--- src/rtl/lsu_gpio_pkg.sv ---
// Shared constants and types for the LSU AXI GPIO / logic-analyzer slave.
package lsu_gpio_pkg;

    localparam logic [8:0] WORD_GPIO = 9'd0;
    localparam logic [8:0] WORD_LA   = 9'd1;

    localparam logic [1:0] RESP_OKAY   = 2'b00;
    localparam logic [1:0] RESP_SLVERR = 2'b10;
    localparam logic [1:0] RESP_DECERR = 2'b11;

    typedef enum logic [1:0] {
        W_IDLE = 2'd0,
        W_DATA = 2'd1,
        W_RESP = 2'd2
    } wr_state_t;

    typedef enum logic {
        R_IDLE = 1'b0,
        R_DATA = 1'b1
    } rd_state_t;

    function automatic logic word_mapped(input logic [8:0] word);
        return (word == WORD_GPIO) || (word == WORD_LA);
    endfunction

    function automatic logic [63:0] strobe_mask(input logic [7:0] strb);
        logic [63:0] mask;
        mask = 64'd0;
        for (int k = 0; k < 8; k++) begin
            mask[8*k +: 8] = {8{strb[k]}};
        end
        return mask;
    endfunction

endpackage

--- src/rtl/lsu_axi_gpio_slave_sync.sv ---
// Two-flop synchronizer for asynchronous pad inputs.
module gpio_in_sync #(
    parameter int WIDTH = 28
) (
    input  logic             i_clk,
    input  logic             i_rst,
    input  logic [WIDTH-1:0] i_d,
    output logic [WIDTH-1:0] o_q
);
    logic [WIDTH-1:0] r_meta;
    logic [WIDTH-1:0] r_sync;

    // metastability filter stages
    always_ff @(posedge i_clk) begin
        if (i_rst) begin
            r_meta <= {WIDTH{1'b0}};
            r_sync <= {WIDTH{1'b0}};
        end else begin
            r_meta <= i_d;
            r_sync <= r_meta;
        end
    end

    assign o_q = r_sync;

endmodule

--- src/rtl/lsu_axi_gpio_slave.sv ---
// AXI4 slave mapping LSU loads/stores onto GPIO and logic-analyzer registers.
// Bursts are drained and answered with SLVERR; only single-beat accesses act.
module lsu_axi_gpio_slave #(
    parameter int ID_W   = 4,
    parameter int ADDR_W = 32
) (
    input  logic              wb_clk_i,
    input  logic              wb_rst_i,
    input  logic              awvalid,
    output logic              awready,
    input  logic [ID_W-1:0]   awid,
    input  logic [ADDR_W-1:0] awaddr,
    input  logic [7:0]        awlen,
    input  logic [2:0]        awsize,
    input  logic              wvalid,
    output logic              wready,
    input  logic [63:0]       wdata,
    input  logic [7:0]        wstrb,
    input  logic              wlast,
    output logic              bvalid,
    input  logic              bready,
    output logic [1:0]        bresp,
    output logic [ID_W-1:0]   bid,
    input  logic              arvalid,
    output logic              arready,
    input  logic [ID_W-1:0]   arid,
    input  logic [ADDR_W-1:0] araddr,
    input  logic [7:0]        arlen,
    output logic              rvalid,
    input  logic              rready,
    output logic [ID_W-1:0]   rid,
    output logic [63:0]       rdata,
    output logic [1:0]        rresp,
    output logic              rlast,
    input  logic [27:0]       gpio_in_i,
    output logic [27:0]       gpio_out_o,
    output logic [27:0]       gpio_oeb_o,
    output logic [31:0]       la_out_o
);
    import lsu_gpio_pkg::*;

    wr_state_t r_wstate, w_wstate_nxt;
    rd_state_t r_rstate, w_rstate_nxt;

    logic [ID_W-1:0] r_bid, r_rid;
    logic [8:0]      r_wword;
    logic            r_wburst;
    logic [1:0]      r_bresp, r_rresp;
    logic [63:0]     r_rdata;
    logic            r_rlast;
    logic [8:0]      r_rbeats;
    logic [27:0]     r_gpio_out, r_gpio_oe;
    logic [31:0]     r_la;

    logic [27:0] w_gpio_in, w_gpio_out_new, w_gpio_oe_new;
    logic [31:0] w_la_new;
    logic [63:0] w_wmask, w_rword;
    logic        w_aw_hs, w_w_hs, w_ar_hs, w_r_hs, w_wapply;
    logic        w_unused;

    gpio_in_sync #(.WIDTH(28)) u_sync (
        .i_clk (wb_clk_i),
        .i_rst (wb_rst_i),
        .i_d   (gpio_in_i),
        .o_q   (w_gpio_in)
    );

    // Address ready is masked while reset is held so nothing is accepted then.
    assign awready = (r_wstate == W_IDLE) && !wb_rst_i;
    assign wready  = (r_wstate == W_DATA);
    assign bvalid  = (r_wstate == W_RESP);
    assign arready = (r_rstate == R_IDLE) && !wb_rst_i;
    assign rvalid  = (r_rstate == R_DATA);

    assign w_aw_hs  = awvalid && awready;
    assign w_w_hs   = wvalid && wready;
    assign w_ar_hs  = arvalid && arready;
    assign w_r_hs   = rvalid && rready;
    assign w_wapply = w_w_hs && !r_wburst && word_mapped(r_wword);

    assign w_wmask        = strobe_mask(wstrb);
    assign w_gpio_out_new = (r_gpio_out & ~w_wmask[27:0])  | (wdata[27:0]  & w_wmask[27:0]);
    assign w_gpio_oe_new  = (r_gpio_oe  & ~w_wmask[59:32]) | (wdata[59:32] & w_wmask[59:32]);
    assign w_la_new       = (r_la       & ~w_wmask[31:0])  | (wdata[31:0]  & w_wmask[31:0]);

    assign w_unused = ^{awaddr[ADDR_W-1:12], awaddr[2:0], awsize,
                        araddr[ADDR_W-1:12], araddr[2:0], wdata[63:60], w_wmask[63:60]};

    // state registers for both channel FSMs
    always_ff @(posedge wb_clk_i) begin
        if (wb_rst_i) begin
            r_wstate <= W_IDLE;
            r_rstate <= R_IDLE;
        end else begin
            r_wstate <= w_wstate_nxt;
            r_rstate <= w_rstate_nxt;
        end
    end

    // write FSM next state
    always_comb begin
        w_wstate_nxt = r_wstate;
        case (r_wstate)
            W_IDLE:  if (awvalid)          w_wstate_nxt = W_DATA; else w_wstate_nxt = W_IDLE;
            W_DATA:  if (wvalid && wlast)  w_wstate_nxt = W_RESP; else w_wstate_nxt = W_DATA;
            W_RESP:  if (bready)           w_wstate_nxt = W_IDLE; else w_wstate_nxt = W_RESP;
            default: w_wstate_nxt = W_IDLE;
        endcase
    end

    // read FSM next state
    always_comb begin
        w_rstate_nxt = r_rstate;
        case (r_rstate)
            R_IDLE:  if (arvalid)           w_rstate_nxt = R_DATA; else w_rstate_nxt = R_IDLE;
            R_DATA:  if (rready && r_rlast) w_rstate_nxt = R_IDLE; else w_rstate_nxt = R_DATA;
            default: w_rstate_nxt = R_IDLE;
        endcase
    end

    // write address capture and response code
    always_ff @(posedge wb_clk_i) begin
        if (wb_rst_i) begin
            r_bid    <= {ID_W{1'b0}};
            r_wword  <= 9'd0;
            r_wburst <= 1'b0;
            r_bresp  <= RESP_OKAY;
        end else begin
            if (w_aw_hs) begin
                r_bid    <= awid;
                r_wword  <= awaddr[11:3];
                r_wburst <= (awlen != 8'd0);
            end
            if (w_w_hs && wlast) begin
                r_bresp <= r_wburst ? RESP_SLVERR :
                           (word_mapped(r_wword) ? RESP_OKAY : RESP_DECERR);
            end
        end
    end

    // register file updates
    always_ff @(posedge wb_clk_i) begin
        if (wb_rst_i) begin
            r_gpio_out <= 28'd0;
            r_gpio_oe  <= 28'd0;
            r_la       <= 32'd0;
        end else if (w_wapply) begin
            if (r_wword == WORD_GPIO) begin
                r_gpio_out <= w_gpio_out_new;
                r_gpio_oe  <= w_gpio_oe_new;
            end else begin
                r_la <= w_la_new;
            end
        end
    end

    // read word selection
    always_comb begin
        w_rword = 64'd0;
        case (araddr[11:3])
            WORD_GPIO: w_rword = {4'd0, r_gpio_oe, 4'd0, r_gpio_out};
            WORD_LA:   w_rword = {4'd0, w_gpio_in, r_la};
            default:   w_rword = 64'd0;
        endcase
    end

    // read capture at AR handshake and beat countdown
    always_ff @(posedge wb_clk_i) begin
        if (wb_rst_i) begin
            r_rid    <= {ID_W{1'b0}};
            r_rresp  <= RESP_OKAY;
            r_rdata  <= 64'd0;
            r_rlast  <= 1'b0;
            r_rbeats <= 9'd0;
        end else if (w_ar_hs) begin
            r_rid    <= arid;
            r_rbeats <= {1'b0, arlen} + 9'd1;
            r_rlast  <= (arlen == 8'd0);
            if (arlen != 8'd0) begin
                r_rresp <= RESP_SLVERR;
                r_rdata <= 64'd0;
            end else if (!word_mapped(araddr[11:3])) begin
                r_rresp <= RESP_DECERR;
                r_rdata <= 64'd0;
            end else begin
                r_rresp <= RESP_OKAY;
                r_rdata <= w_rword;
            end
        end else if (w_r_hs) begin
            r_rbeats <= r_rbeats - 9'd1;
            r_rlast  <= (r_rbeats == 9'd2);
        end
    end

    assign bid        = r_bid;
    assign bresp      = r_bresp;
    assign rid        = r_rid;
    assign rresp      = r_rresp;
    assign rdata      = r_rdata;
    assign rlast      = r_rlast;
    assign gpio_out_o = r_gpio_out;
    assign gpio_oeb_o = ~r_gpio_oe;
    assign la_out_o   = r_la;

endmodule

--- config.mk ---
export PLATFORM = sky130hd
export DESIGN_NAME = lsu_axi_gpio_slave
export DESIGN_NICKNAME = d
export VERILOG_FILES = /design/src/rtl/lsu_gpio_pkg.sv /design/src/rtl/lsu_axi_gpio_slave_sync.sv /design/src/rtl/lsu_axi_gpio_slave.sv
export SDC_FILE = /design/constraint.sdc
export NUM_CORES = 1
export LEC_CHECK = 0
export ABC_AREA = 1
export BUFFER_PORTS_ARGS = -buffer_cell sky130_fd_sc_hd__buf_2
export CORE_MARGIN = 5
export CORE_UTILIZATION = 45
export DETAILED_ROUTE_END_ITERATION = 16
export PLACE_DENSITY = 0.84
export SYNTH_ARGS = -nofsm -noshare
export SYNTH_HDL_FRONTEND = slang
export SYNTH_SLANG_ARGS = --single-unit
--- constraint.sdc ---
create_clock -name wb_clk_i -period 1.7 [get_ports wb_clk_i]
set_clock_uncertainty 0.1 [all_clocks]
set_input_delay 0.34 -clock wb_clk_i [delete_from_list [all_inputs] [get_ports wb_clk_i]]
set_output_delay 0.34 -clock wb_clk_i [all_outputs]
set_load 0.005 [all_outputs]
==> results.toml <==
[min_path]
hold_path.class = "input pin to flip-flop"

[setup_path]
start_kind = "flip-flop"
crit_type = "flip-flop to output port"
crit_required_ps = 1260
arrival_ps = 1410
end_kind = "output port"
crit_fanout = 3

[sta]
setup_tns_ps = -925
max_freq_mhz = 542
setup_ws_ps = -146
holdWs_ps = 5.78
setup_viol = 25
period_share_pct = 109
slew_headroom_pct = 66.4
period_minus_slack_ps = 1850
tightest_slew_ps = 501
grt_setup_unrepaired = "true"
hold_viol_final = 0
slew_viol_final = 0

[placement]
hpwlAfterDp_um = 22400
place_area_sq_mm = 0.0122
post-place-ws_ps = -206
port_buffers = 311
gp_congestion = 0.875
dp_cells = 2055

[clocking]
clockBufferDepth = 3
h-tree-depth = 1
insertion_delay_ps = 520
cts_tree = "built"
cts-root-buf = "clkbuf_16"
cts.sinks = 239
numCtsBuffers = 26
cts.clk_slew.worst_paths_ps = 60

[power_and_ir_drop]
p_clk_share_pct = 44.7
comb_power_share_pct = 11.9
total_power_mw = 13.5
p_sw_share_pct = 24.2
p_switching_mw = 3.26
power.leakage_nw = 7.57
p_per_area_mw_per_mm2 = 905
pwr-share-seq_pct = 43.4
intPower_mw = 10.2
irDropWorstVdd_mv = 0.655

[logic_synthesis]
synth_compound_area_share_pct = 5.06
syn_area_per_cell_sq_um = 6.80
yosysTopAreaCell = "dfxtp_1"
synthMuxAreaShare_pct = 0
yosys_warnings = 0
synth_cell_types = 34
synth-simple-area-share_pct = 35.6
synth_xor_area_share_pct = 0.173
yosys.area_share.adder_pct = 0.495
synth_area_sq_mm = 0.0101
synth_area_leaders = "dfxtp_1 (47%), nand2_1 (15%), nor2_1 (11%), inv_1 (7.6%), nand3_1 (6.4%)"
yosys.area.top_type_share_pct = 47.3
ys_seq_area_share_pct = 47.3
synth_top_family_by_area = "simple AND/OR/NAND/NOR gates"
synth_seq_cells = 239
synthesis.instances = 1488

[route]
drc_errors = 0
vias = 11600
drt-initial-drc-count = 1084
routed_via_density = 5.20
wl_per_cell_um = 17.3
postRouteWirelength_um = 38500
drtAntennaViolNets = 0
drtPass1Iterations = 6

[global_routing]
grt_max_degree = 91
grt_pass1_wl_um = 55500
grt_pass1_vias = 11000
grt_usage_pct = 26.0
gr-total-overflow = 0
antenna_found_initial = 4

[die]
rows = 54
initial_core_util_pct = 46.1
die_h_um = 160
dieArea_sq_mm = 0.0256
ios = 369
dieWidth_um = 160
core_sq_mm = 0.0220

[final_layout]
area_delta_synth_final_pct = 47.1
stdcell_area_sq_mm = 0.0149
layout_common_cells = "nand2_1 (368), buf_2 (308), nor2_1 (272), dfxtp_1 (235), inv_1 (202)"
layout-drive-gt1-share_pct = 26.6
final_cells = 2228
mostFrequentLayoutCell = "nand2_1"
final_util_pct = 67.7
final_nets = 2132

[flow_run]
drv_cap = 0

[run_status]
violations = "negative setup slack"
status = "finished, violations left"
==> layout make-up <==
cell class                 instances  area, sq um
tap                              280          350
inverter                         211          798
clock buffer                      34          722
sequential                       239         4790
timing repair buffer             477         3440
clock inverter                    11          183
fill                            1599         7080
multi-input combinational        974         4580
antenna                            2         5.00
==> per-layer routing <==
metal,vias to the layer above,track usage [%],share of wire [%],wire (um)
met4,4,9.54,5.2,2020
met2,684,46.2,49,18800
li1,5394,-,-,-
met5,-,0,0.055,21
met1,5306,29.4,36,13800
met3,196,7.78,9.7,3740
==> cell usage after synthesis <==
cell        n
inv_2       2
nor2_1    301
conb_1      1
ha_1        4
nand3_4     7
nand4_1     4
nor2_2      1
nor3_1      2
buf_4      12
buf_2      18
buf_1      10
o21bai_1    1
nand2_1   396
nand3_1   130
nor4_1      2
clkinv_1    2
xor2_1      2
clkinv_2    1
nand2_2     2
o22ai_1     1
clkbuf_1   33
nor2_8      2
nand2_4     1
o21a_1      1
nor3_2      1
dfxtp_1   239
nand3b_1    4
a21oi_1    57
nor2_4      2
o21ai_0    35
buf_6       1
inv_1     206
o211ai_1    4
nand3_2     3
==> kinds of logic (layout without fill, tap and decap cells) <==
| kind of cell | after synthesis | in the layout |
|---|---|---|
| buf+inv | 285 | 733 |
| flops | 239 | 239 |
| simple gates | 858 | 865 |
| other cells | 1 | 6 |
| fa+ha+maj | 4 | 4 |
| xor+xnor | 2 | 2 |
| compound gates | 99 | 99 |
==> power by group through the flow <==
stage | clock network (mW) | logic (mW) | registers, mW
CTS | 6.08 | 1.33 | 5.84
finish | 6.02 | 1.60 | 5.85
detailed placement | 0 | 1.13 | 5.96
global placement | 0 | 1.10 | 5.95
global route | 6.34 | 1.74 | 5.86
floorplan | 0 | 0.586 | 5.95
==> critical path: stages (launching register included) <==
cell	delay [ps]
dfxtp_2	320
buf_6	120
nor3_4	210
buf_6	140
buf_6	80
==> worst paths after layout <==
check                         start        endpoint  depth (start not counted)  slack, ps
setup / recovery        r_wstate[0]         awready                          4       -150
hold / removal            wdata[10]       flip-flop                          3          6
setup reg to reg         r_wword[1]       flip-flop                          9       -120
hold reg to reg   u_sync.r_meta[11]  u_sync.o_q[11]                          2        300
==> timing repair <==
item / CTS / global route
endpoints found under the setup margin: 3 / 98
gates resized for setup: 5 / 111
cloned: 0 / 14
hold endpoints to repair: 127 / 0
buffers inserted: 1 / 10
pin swaps: 0 / 24
hold buffers: 101 / 0
Note: power is estimated with default switching activity, not from simulation.
